### config.mk
export PLATFORM = sky130hd
export DESIGN_NAME = tick_timer_arbiter
export DESIGN_NICKNAME = d
export VERILOG_FILES = /design/src/rtl/tick_timer_pkg.sv /design/src/rtl/tick_timer_arbiter_rr.sv /design/src/rtl/tick_timer_arbiter.sv
export SDC_FILE = /design/constraint.sdc
export NUM_CORES = 1
export LEC_CHECK = 0
export ABC_AREA = 1
export CAP_MARGIN = 30
export CORE_MARGIN = 2
export CORE_UTILIZATION = 42
export CTS_CLUSTER_SIZE = 25
export DETAILED_ROUTE_END_ITERATION = 12
export PLACE_DENSITY = 0.79
export RECOVER_POWER = 50
export SLEW_MARGIN = 0
export SYNTH_ARGS = -nofsm -noshare
export SYNTH_HDL_FRONTEND = slang
export SYNTH_HIERARCHICAL = 1
export SYNTH_SLANG_ARGS = --single-unit
### constraint.sdc
create_clock -name clk -period 1.75 [get_ports clk]
set_clock_uncertainty 0.2 [all_clocks]
set_input_delay 0.525 -clock clk [delete_from_list [all_inputs] [get_ports clk]]
set_output_delay 0.525 -clock clk [all_outputs]
set_load 0.02 [all_outputs]
### src/rtl/tick_timer_pkg.sv
// -----------------------------------------------------------------------------
// tick_timer_pkg
//
// Shared types for the tick timer arbiter:
//   - state_t       : controller states (IDLE, RUN, DONE)
//   - owner_t       : which requester currently owns the timer (A=0, B=1)
//   - DUR_W_DEFAULT : default width of durations / remaining count (100 ms units)
//   - owner_onehot  : maps an owner to a {B, A} one-hot pair, used to steer
//                     the per-requester grant and done outputs
// -----------------------------------------------------------------------------
package tick_timer_pkg;

    localparam int DUR_W_DEFAULT = 8;

    typedef enum logic [1:0] {
        IDLE = 2'd0,
        RUN  = 2'd1,
        DONE = 2'd2
    } state_t;

    typedef enum logic {
        OWNER_A = 1'b0,
        OWNER_B = 1'b1
    } owner_t;

    // Bit 0 selects A, bit 1 selects B.
    function automatic logic [1:0] owner_onehot(input owner_t owner);
        return (owner == OWNER_B) ? 2'b10 : 2'b01;
    endfunction

endpackage

### src/rtl/tick_timer_arbiter_rr.sv
// -----------------------------------------------------------------------------
// rr_arbiter2
//
// Two-way round-robin arbiter, purely combinational. The last-served pointer
// is held by the parent so that it can be updated only when a run ends.
//
// Ports:
//   req_a       in  : A is requesting
//   req_b       in  : B is requesting
//   last_served in  : owner served most recently
//   gnt_sel     out : one-hot winner, bit 0 = A, bit 1 = B; 2'b00 when idle
// -----------------------------------------------------------------------------
module rr_arbiter2
    import tick_timer_pkg::*;
(
    input  logic       req_a,
    input  logic       req_b,
    input  owner_t     last_served,
    output logic [1:0] gnt_sel
);

    always_comb begin
        gnt_sel = 2'b00;
        if (req_a && req_b) begin
            // Tie: hand the timer to whoever was not served last.
            gnt_sel = (last_served == OWNER_B) ? 2'b01 : 2'b10;
        end else if (req_a) begin
            gnt_sel = 2'b01;
        end else if (req_b) begin
            gnt_sel = 2'b10;
        end
    end

endmodule

### src/rtl/tick_timer_arbiter.sv
// -----------------------------------------------------------------------------
// tick_timer_arbiter
//
// Shares one 100 ms tick generator between two requesters (A, B) as a single
// countdown timer. The winner's duration is latched at grant, the generator is
// enabled while the run is active, each ms100 pulse decrements the count, and
// a one-cycle done pulse goes back to the owner at expiry. Abort or the owner
// dropping its request cancels the run without a done pulse.
//
// Ports:
//   clk        in  : system clock
//   rst        in  : synchronous active-high reset
//   req_a/b    in  : level requests, held until the matching done
//   dur_a/b    in  : requested durations, sampled only at grant
//   abort      in  : cancel the current run
//   ms100      in  : one-cycle tick from the 100 ms generator
//   tick_en    out : generator enable
//   gnt_a/b    out : ownership level
//   done_a/b   out : one-cycle expiry pulse
//   remaining  out : ticks left in the current run
//   busy       out : controller not in IDLE
//
// All outputs come straight from registers.
// -----------------------------------------------------------------------------
module tick_timer_arbiter
    import tick_timer_pkg::*;
#(
    parameter int DUR_W = DUR_W_DEFAULT
) (
    input  logic             clk,
    input  logic             rst,
    input  logic             req_a,
    input  logic [DUR_W-1:0] dur_a,
    input  logic             req_b,
    input  logic [DUR_W-1:0] dur_b,
    input  logic             abort,
    input  logic             ms100,
    output logic             tick_en,
    output logic             gnt_a,
    output logic             gnt_b,
    output logic             done_a,
    output logic             done_b,
    output logic [DUR_W-1:0] remaining,
    output logic             busy
);

    state_t           state_q;
    owner_t           owner_q;
    owner_t           last_q;
    logic [DUR_W-1:0] remaining_q;
    logic             tick_en_q;
    logic             gnt_a_q;
    logic             gnt_b_q;
    logic             done_a_q;
    logic             done_b_q;
    logic             busy_q;

    logic [1:0]       gnt_sel;
    logic [DUR_W-1:0] dur_sel;
    logic             owner_req;

    rr_arbiter2 u_arb (
        .req_a       (req_a),
        .req_b       (req_b),
        .last_served (last_q),
        .gnt_sel     (gnt_sel)
    );

    // Duration of the side the arbiter is picking this cycle.
    assign dur_sel   = gnt_sel[1] ? dur_b : dur_a;

    // Request level of the current owner; dropping it cancels the run.
    assign owner_req = (owner_q == OWNER_B) ? req_b : req_a;

    always_ff @(posedge clk) begin
        if (rst) begin
            state_q     <= IDLE;
            owner_q     <= OWNER_A;
            last_q      <= OWNER_B;   // so A wins the first tie
            remaining_q <= '0;
            tick_en_q   <= 1'b0;
            gnt_a_q     <= 1'b0;
            gnt_b_q     <= 1'b0;
            done_a_q    <= 1'b0;
            done_b_q    <= 1'b0;
            busy_q      <= 1'b0;
        end else begin
            // done is a single-cycle pulse; only the RUN->DONE step raises it.
            done_a_q <= 1'b0;
            done_b_q <= 1'b0;

            case (state_q)
                IDLE: begin
                    if (gnt_sel != 2'b00) begin
                        owner_q            <= gnt_sel[1] ? OWNER_B : OWNER_A;
                        {gnt_b_q, gnt_a_q} <= gnt_sel;
                        remaining_q        <= dur_sel;
                        // A zero-length run never enables the generator; it
                        // spends its grant cycle in RUN and expires next edge.
                        tick_en_q          <= (dur_sel != '0);
                        busy_q             <= 1'b1;
                        state_q            <= RUN;
                    end
                end

                RUN: begin
                    if (abort || !owner_req) begin
                        // Cancel wins over a coincident ms100: no done pulse,
                        // but the owner still counts as served.
                        state_q     <= IDLE;
                        last_q      <= owner_q;
                        remaining_q <= '0;
                        tick_en_q   <= 1'b0;
                        gnt_a_q     <= 1'b0;
                        gnt_b_q     <= 1'b0;
                        busy_q      <= 1'b0;
                    end else if (remaining_q == '0) begin
                        // Zero-duration grant: expire without any tick.
                        state_q              <= DONE;
                        tick_en_q            <= 1'b0;
                        {done_b_q, done_a_q} <= owner_onehot(owner_q);
                    end else if (ms100) begin
                        if (remaining_q == DUR_W'(1)) begin
                            state_q              <= DONE;
                            remaining_q          <= '0;
                            tick_en_q            <= 1'b0;
                            {done_b_q, done_a_q} <= owner_onehot(owner_q);
                        end else begin
                            remaining_q <= remaining_q - DUR_W'(1);
                        end
                    end
                end

                DONE: begin
                    // Grant is held through the done cycle, then released.
                    // Requests seen here are ignored; they are re-evaluated
                    // in IDLE, which guarantees a one-cycle gap between owners.
                    state_q     <= IDLE;
                    last_q      <= owner_q;
                    remaining_q <= '0;
                    tick_en_q   <= 1'b0;
                    gnt_a_q     <= 1'b0;
                    gnt_b_q     <= 1'b0;
                    busy_q      <= 1'b0;
                end

                default: begin
                    state_q     <= IDLE;
                    remaining_q <= '0;
                    tick_en_q   <= 1'b0;
                    gnt_a_q     <= 1'b0;
                    gnt_b_q     <= 1'b0;
                    busy_q      <= 1'b0;
                end
            endcase
        end
    end

    assign tick_en   = tick_en_q;
    assign gnt_a     = gnt_a_q;
    assign gnt_b     = gnt_b_q;
    assign done_a    = done_a_q;
    assign done_b    = done_b_q;
    assign remaining = remaining_q;
    assign busy      = busy_q;

endmodule
# After elaboration in Yosys (flattened, before gate mapping)
# Cells that the tools add are included.
[word_totals]
word_cells = 76
mem_count = 0
out_inout_bits = 14
romBits = 0
ff_bits = 18
latch_bits = 0
in_bits = 22
mem_bits_rw = 0
[op_classes]
n_addsub = 1
magnitude_cmp = 0
n_div = 0
shift = 0
n_mux = 41
n_eq_ne = 9
bitwise = 1
reduce_logical = 14
mul = 0
[ops]
columns = ["operator", "count"]
rows = [
  ["$mux W8", 6],
  ["$mux W2", 10],
  ["$mux W1", 18],
  ["$pmux W8 S2", 1],
  ["$pmux W1 S2", 5],
  ["$eq A8 B1 Y1 const B", 1],
  ["$logic_not A8 Y1", 1],
  ["$ne A4 B4 Y1 const B", 2],
  ["$reduce_bool A8 Y1", 1],
  ["$sub A8 B1 Y8 const B", 1],
  ["$ne A3 B3 Y1 const B", 2],
  ["$reduce_and A2 Y1", 3],
  ["$reduce_and A3 Y1", 2],
  ["$ne A2 B2 Y1 const B", 2],
  ["$pmux W2 S2", 1],
  ["$reduce_bool A2 Y1", 2],
  ["$reduce_or A3 Y1", 1],
  ["$eq A2 B1 Y1 const B", 1],
  ["$eq A2 B2 Y1 const B", 1],
  ["$logic_not A2 Y1", 1],
  ["$logic_and A1 B1 Y1", 1],
  ["$logic_not A1 Y1", 1],
  ["$logic_or A1 B1 Y1", 1],
  ["$not A1 Y1", 1],
]

# Longest topological paths before layout
[depth]
depth_word = 7
mapped_depth = 11
depth_no_buf = 10

# Hierarchy
# Netlist, hierarchy kept.
[by_module_without_submodules]
columns = ["module", "area_each_um2", "cells_per_inst", "seq_area_each_um2", "instances"]
rows = [
  ["tick_timer_arbiter", 1151.1, 181, 360.3, 1],
  ["rr_arbiter2", 21.3, 5, 0.0, 1],
]

# Least setup slack after synthesis
# Ideal clock, no wire load.
[synth_timing]
path_type = "input port to flip-flop"
start = "input port req_b"
end = "register tick_en_q, in the netlist tick_en"
setup_time_ps = 132
path_stages = 11
t_arrival_ps = 1453
slack_ps = -35
required_time_ps = 1418
n_path_buf = 2
cell_sequence = "inv_1 a21oi_1 buf_4 buf_2 nand2_1 o21ai_0 nand2_1 nor3_1 nand2_1 nand2_1 a21oi_1"
[synth_between]
elab_chain_len = 7
elab_cells_between_ends = 17
cone_classes = "eq/ne: 3; mux: 8; reduce/logical: 6"
[synth_lines]
columns = ["item", "line", "text"]
rows = [
  ["start: declaration", "tick_timer_arbiter.sv:34", "input logic req_b,"],
  ["$mux W2", "tick_timer_arbiter_rr.sv:29", "end else if (req_b) begin"],
  ["$mux W2", "tick_timer_arbiter_rr.sv:27", "end else if (req_a) begin"],
  ["$mux W2 *", "tick_timer_arbiter_rr.sv:24", "if (req_a && req_b) begin"],
  ["named net gnt_sel[1]", "tick_timer_arbiter.sv:58", "logic [1:0] gnt_sel;"],
  ["$mux W8", "tick_timer_arbiter.sv:70", "assign dur_sel = gnt_sel[1] ? dur_b : dur_a;"],
  ["$reduce_bool A8 Y1", "tick_timer_arbiter.sv:100", "tick_en_q <= (dur_sel != '0);"],
  ["$mux W1", "tick_timer_arbiter.sv:94", "if (gnt_sel != 2'b00) begin"],
  ["$pmux W1 S2", "tick_timer_arbiter.sv:92", "case (state_q)"],
  ["end signal: assignment", "tick_timer_arbiter.sv:100", ""],
  ["end: declaration", "tick_timer_arbiter.sv:51", "logic tick_en_q;"],
]
# Mark *: on every way through the listed nets, which the timed path passes. The rest lies on a longest branch. The select of a mux whose other input is x is not followed.
# A chain may end at the register's enable or synchronous reset.

# Worst setup path in the final report
[layout_timing]
start = "register busy_q, in the netlist busy"
end = "output port busy"
[layout_rtl]
columns = ["item", "line", "text"]
rows = [
  ["start: declaration", "tick_timer_arbiter.sv:56", "logic busy_q;"],
  ["start signal: assignment", "tick_timer_arbiter.sv:86", "busy_q <= 1'b0;"],
  ["start signal: assignment", "tick_timer_arbiter.sv:101", "busy_q <= 1'b1;"],
  ["start signal: assignment", "tick_timer_arbiter.sv:116", "busy_q <= 1'b0;"],
  ["end: declaration", "tick_timer_arbiter.sv:44", "output logic busy"],
]
# No word-level cell between the ends.

==> results.tsv <==
metric	value	unit
Root Driver	clkbuf_4	
Yosys top cell by area	dfxtp_1	
Max clock buf depth	2	
initial antenna violation count	0	
GR Util All Layers	21.0	%
antenna viol nets, final	0	
CTS tree	yes	
worst rel slew slack	82.7	%
Syn Inst Count	186	
Worst Path Max Fanout	2	
most common cell after layout, fill and taps aside	nand2_1	
Worst Path Required	1.02	ns
clock transition at the registers of the reported paths	0.11	ns
min cycle time layout	1.70	ns
Rows	19	
share of cells above drive strength 1	26.3	%
CORE AREA	2710	um^2
routability cong.	0.806	
status	complete, no violations	
Seq pwr share	29.3	%
combinational share of power	55.8	%
die width	56.8	um
Mapped Area	1170	um^2
# IOs	36	
residual DRC count	0	
Final HPWL DP	2330	um
htree depth	1	
Ys Warns	6	
Post-Syn Area per Cell	6.30	um^2
Detailed Route WL	3470	um
cell-internal power	1.03	mW
routed via count	1408	
largest net degree at the start of global routing	11	
Sw Ratio	41.9	%
WP buf/inv	1	
Non-Filler Instances	282	
Nets	277	
Cell Pwr Density	947	nW/um^2
DR pass1 iterations	4	
crit share post-route	97.0	%
Crit. End Element	output pin	
Startpoint Class	flip-flop	
Die Ht	56.8	um
clock power share	15.0	%
routed length per instance	12.3	um
Synth area leaders	dfxtp_1, nand2_1, a21oi_1, inv_1, nand3_1	
VDD IR max	0.000776	V
Hold Crit Class	flip-flop to flip-flop	
critical path's slowest cell	dfxtp_1	
synthesis-to-finish area growth	60.3	%
via count of the first global-routing pass	1299	
NetSw	0.745	mW
fmax	0.589	GHz
Final setup viols	0	
Initial Util	43.3	%
#FFs+latches synth	18	
# placed instances	272	
IO buf count	35	
setup ws final	0.0519	ns
Fin Setup TNS	0	ns
Arrival @ worst endpoint	0.97	ns
routed vias/inst	4.99	
pre-CTS WS	-0.592	ns
first-pass GRT wire length	5420	um
Hold Buf Count CTS	0	
Crit path max-delay family	flip-flops	
clock sinks	18	
Slew Limit Fails	0	
Pwr Total	1.78	mW
leakage power	0.897	nW
clk_lat worst skew	0.30	ns
Overflow after GRT	0	
Crit Path Class	flip-flop to output pin	
max incr delay on CP	0.34	ns
design area	1880	um^2
Synth top area share	30.7	%
Synthesized Nets	211	
final count of hold timing violations	0	
post-synthesis cell type count	26	
placed cell area	1720	um^2
worst-margin pin slew	0.257	ns
commonest cells after routing, fill and taps aside	nand2_1, buf_4, clkdlybuf4s50_1, dfxtp_1, inv_1	
CTS buffer count	3	
Iteration-0 DRC Markers	55	
fillers	239	
Seq/Total Area, Yosys	30.7	%
antenna cells	0	
worst path cell trace	dlygate4sd2_1	
die area	3230	um^2
Max-cap violations	0	
## layout make-up
class                      instances  area (um^2)  share of cell area, %
inverter                          22         82.6                   4.39
sequential                        18          362                   19.2
multi-input combinational        142          776                   41.3
timing repair buffer              65          584                   31.1
clock buffer                       4         36.3                   1.93
tap                               31         38.8                   2.06
## final timing paths
check                        to           startpoint  cells after the start  slack (ns)
min reg2reg  gnt_b$_SDFFE_PP0P_   gnt_b$_SDFFE_PP0P_                      2        0.28
min          gnt_b$_SDFFE_PP0P_   gnt_b$_SDFFE_PP0P_                      2        0.28
max reg2reg   busy$_SDFFE_PP0P_  last_q$_SDFFE_PP1P_                      8        0.06
max                        busy    busy$_SDFFE_PP0P_                      1        0.05
## registers in the layout (all words and copies together) (netlist names)
name and cells:
done_b 1, gnt_a 1, tick_en 1, state_q 2, busy 1, last_q 1
remaining 8, gnt_b 1, done_a 1, owner_q 1
## synth_stat cells
| cell | number |
|---|---|
| nor2_2 | 3 |
| or2_0 | 1 |
| buf_2 | 1 |
| inv_2 | 3 |
| nand2_1 | 63 |
| nand2_4 | 1 |
| dfxtp_1 | 18 |
| a21oi_1 | 17 |
| xnor2_1 | 1 |
| nand2_2 | 3 |
| xor2_1 | 2 |
| inv_1 | 19 |
| nand3_2 | 1 |
| nand3_1 | 14 |
| nor3_1 | 2 |
| nor2_1 | 10 |
| clkbuf_1 | 2 |
| nand4_1 | 2 |
| buf_4 | 1 |
| o21ai_1 | 3 |
| o21ai_0 | 11 |
| nand3_4 | 1 |
| nor2_4 | 2 |
| buf_6 | 1 |
| o21bai_1 | 1 |
| ha_1 | 3 |
## power by group through the flow
| stage | clock network (mW) | registers, mW | logic (mW) |
|---|---|---|---|
| 6_report | 0.266 | 0.521 | 0.992 |
| 4_1_cts | 0.267 | 0.517 | 0.930 |
| 3_3_place_gp | 0 | 0.521 | 0.882 |
| 5_1_grt | 0.285 | 0.528 | 1.09 |
| 2_1_floorplan | 0 | 0.600 | 0.467 |
| 3_5_place_dp | 0 | 0.524 | 0.887 |
## timing repair
item / in CTS / in global routing
setup endpoints to repair: 28 / 22
pin swaps: 7 / 6
gates cloned: 3 / 0
buffers inserted: 3 / 0
resized for setup: 32 / 36
## metal layers
metal  vias up  GRT usage (%)  part of all wire [%]
li1        728              -                     -
met1       636           24.6                    42
met2        40           38.5                    53
met3         4           4.84                   4.2
met4         0           4.32                  0.84
met5         -              0                     0
## worst reg2reg max path: cells and delay by family (launching register included)
family / cells / cell delay [ns]
flops: 1 / 0.37
compound gates: 2 / 0.41
buf+inv: 4 / 0.47
simple gates: 2 / 0.18
## through the flow
stage          hold WS [ns]  utilization (%)
2_1_floorplan         0.247                -
3_3_place_gp          0.250             63.4
3_5_place_dp          0.258             63.4
4_1_cts               0.273             67.5
5_1_grt               0.292             69.3
6_report              0.277             69.3
## cell families (layout without fill, tap and decap cells)
logic type      Yosys count  count (layout)  share of synthesized area, %
simple gates            103             104                          40.2
compound gates           32              32                          13.9
buf+inv                  27              91                          9.71
flops                    18              18                          30.7
fa+ha+maj                 3               3                          3.20
xor+xnor                  3               3                          2.24
Note: power is estimated with default switching activity, not from simulation.
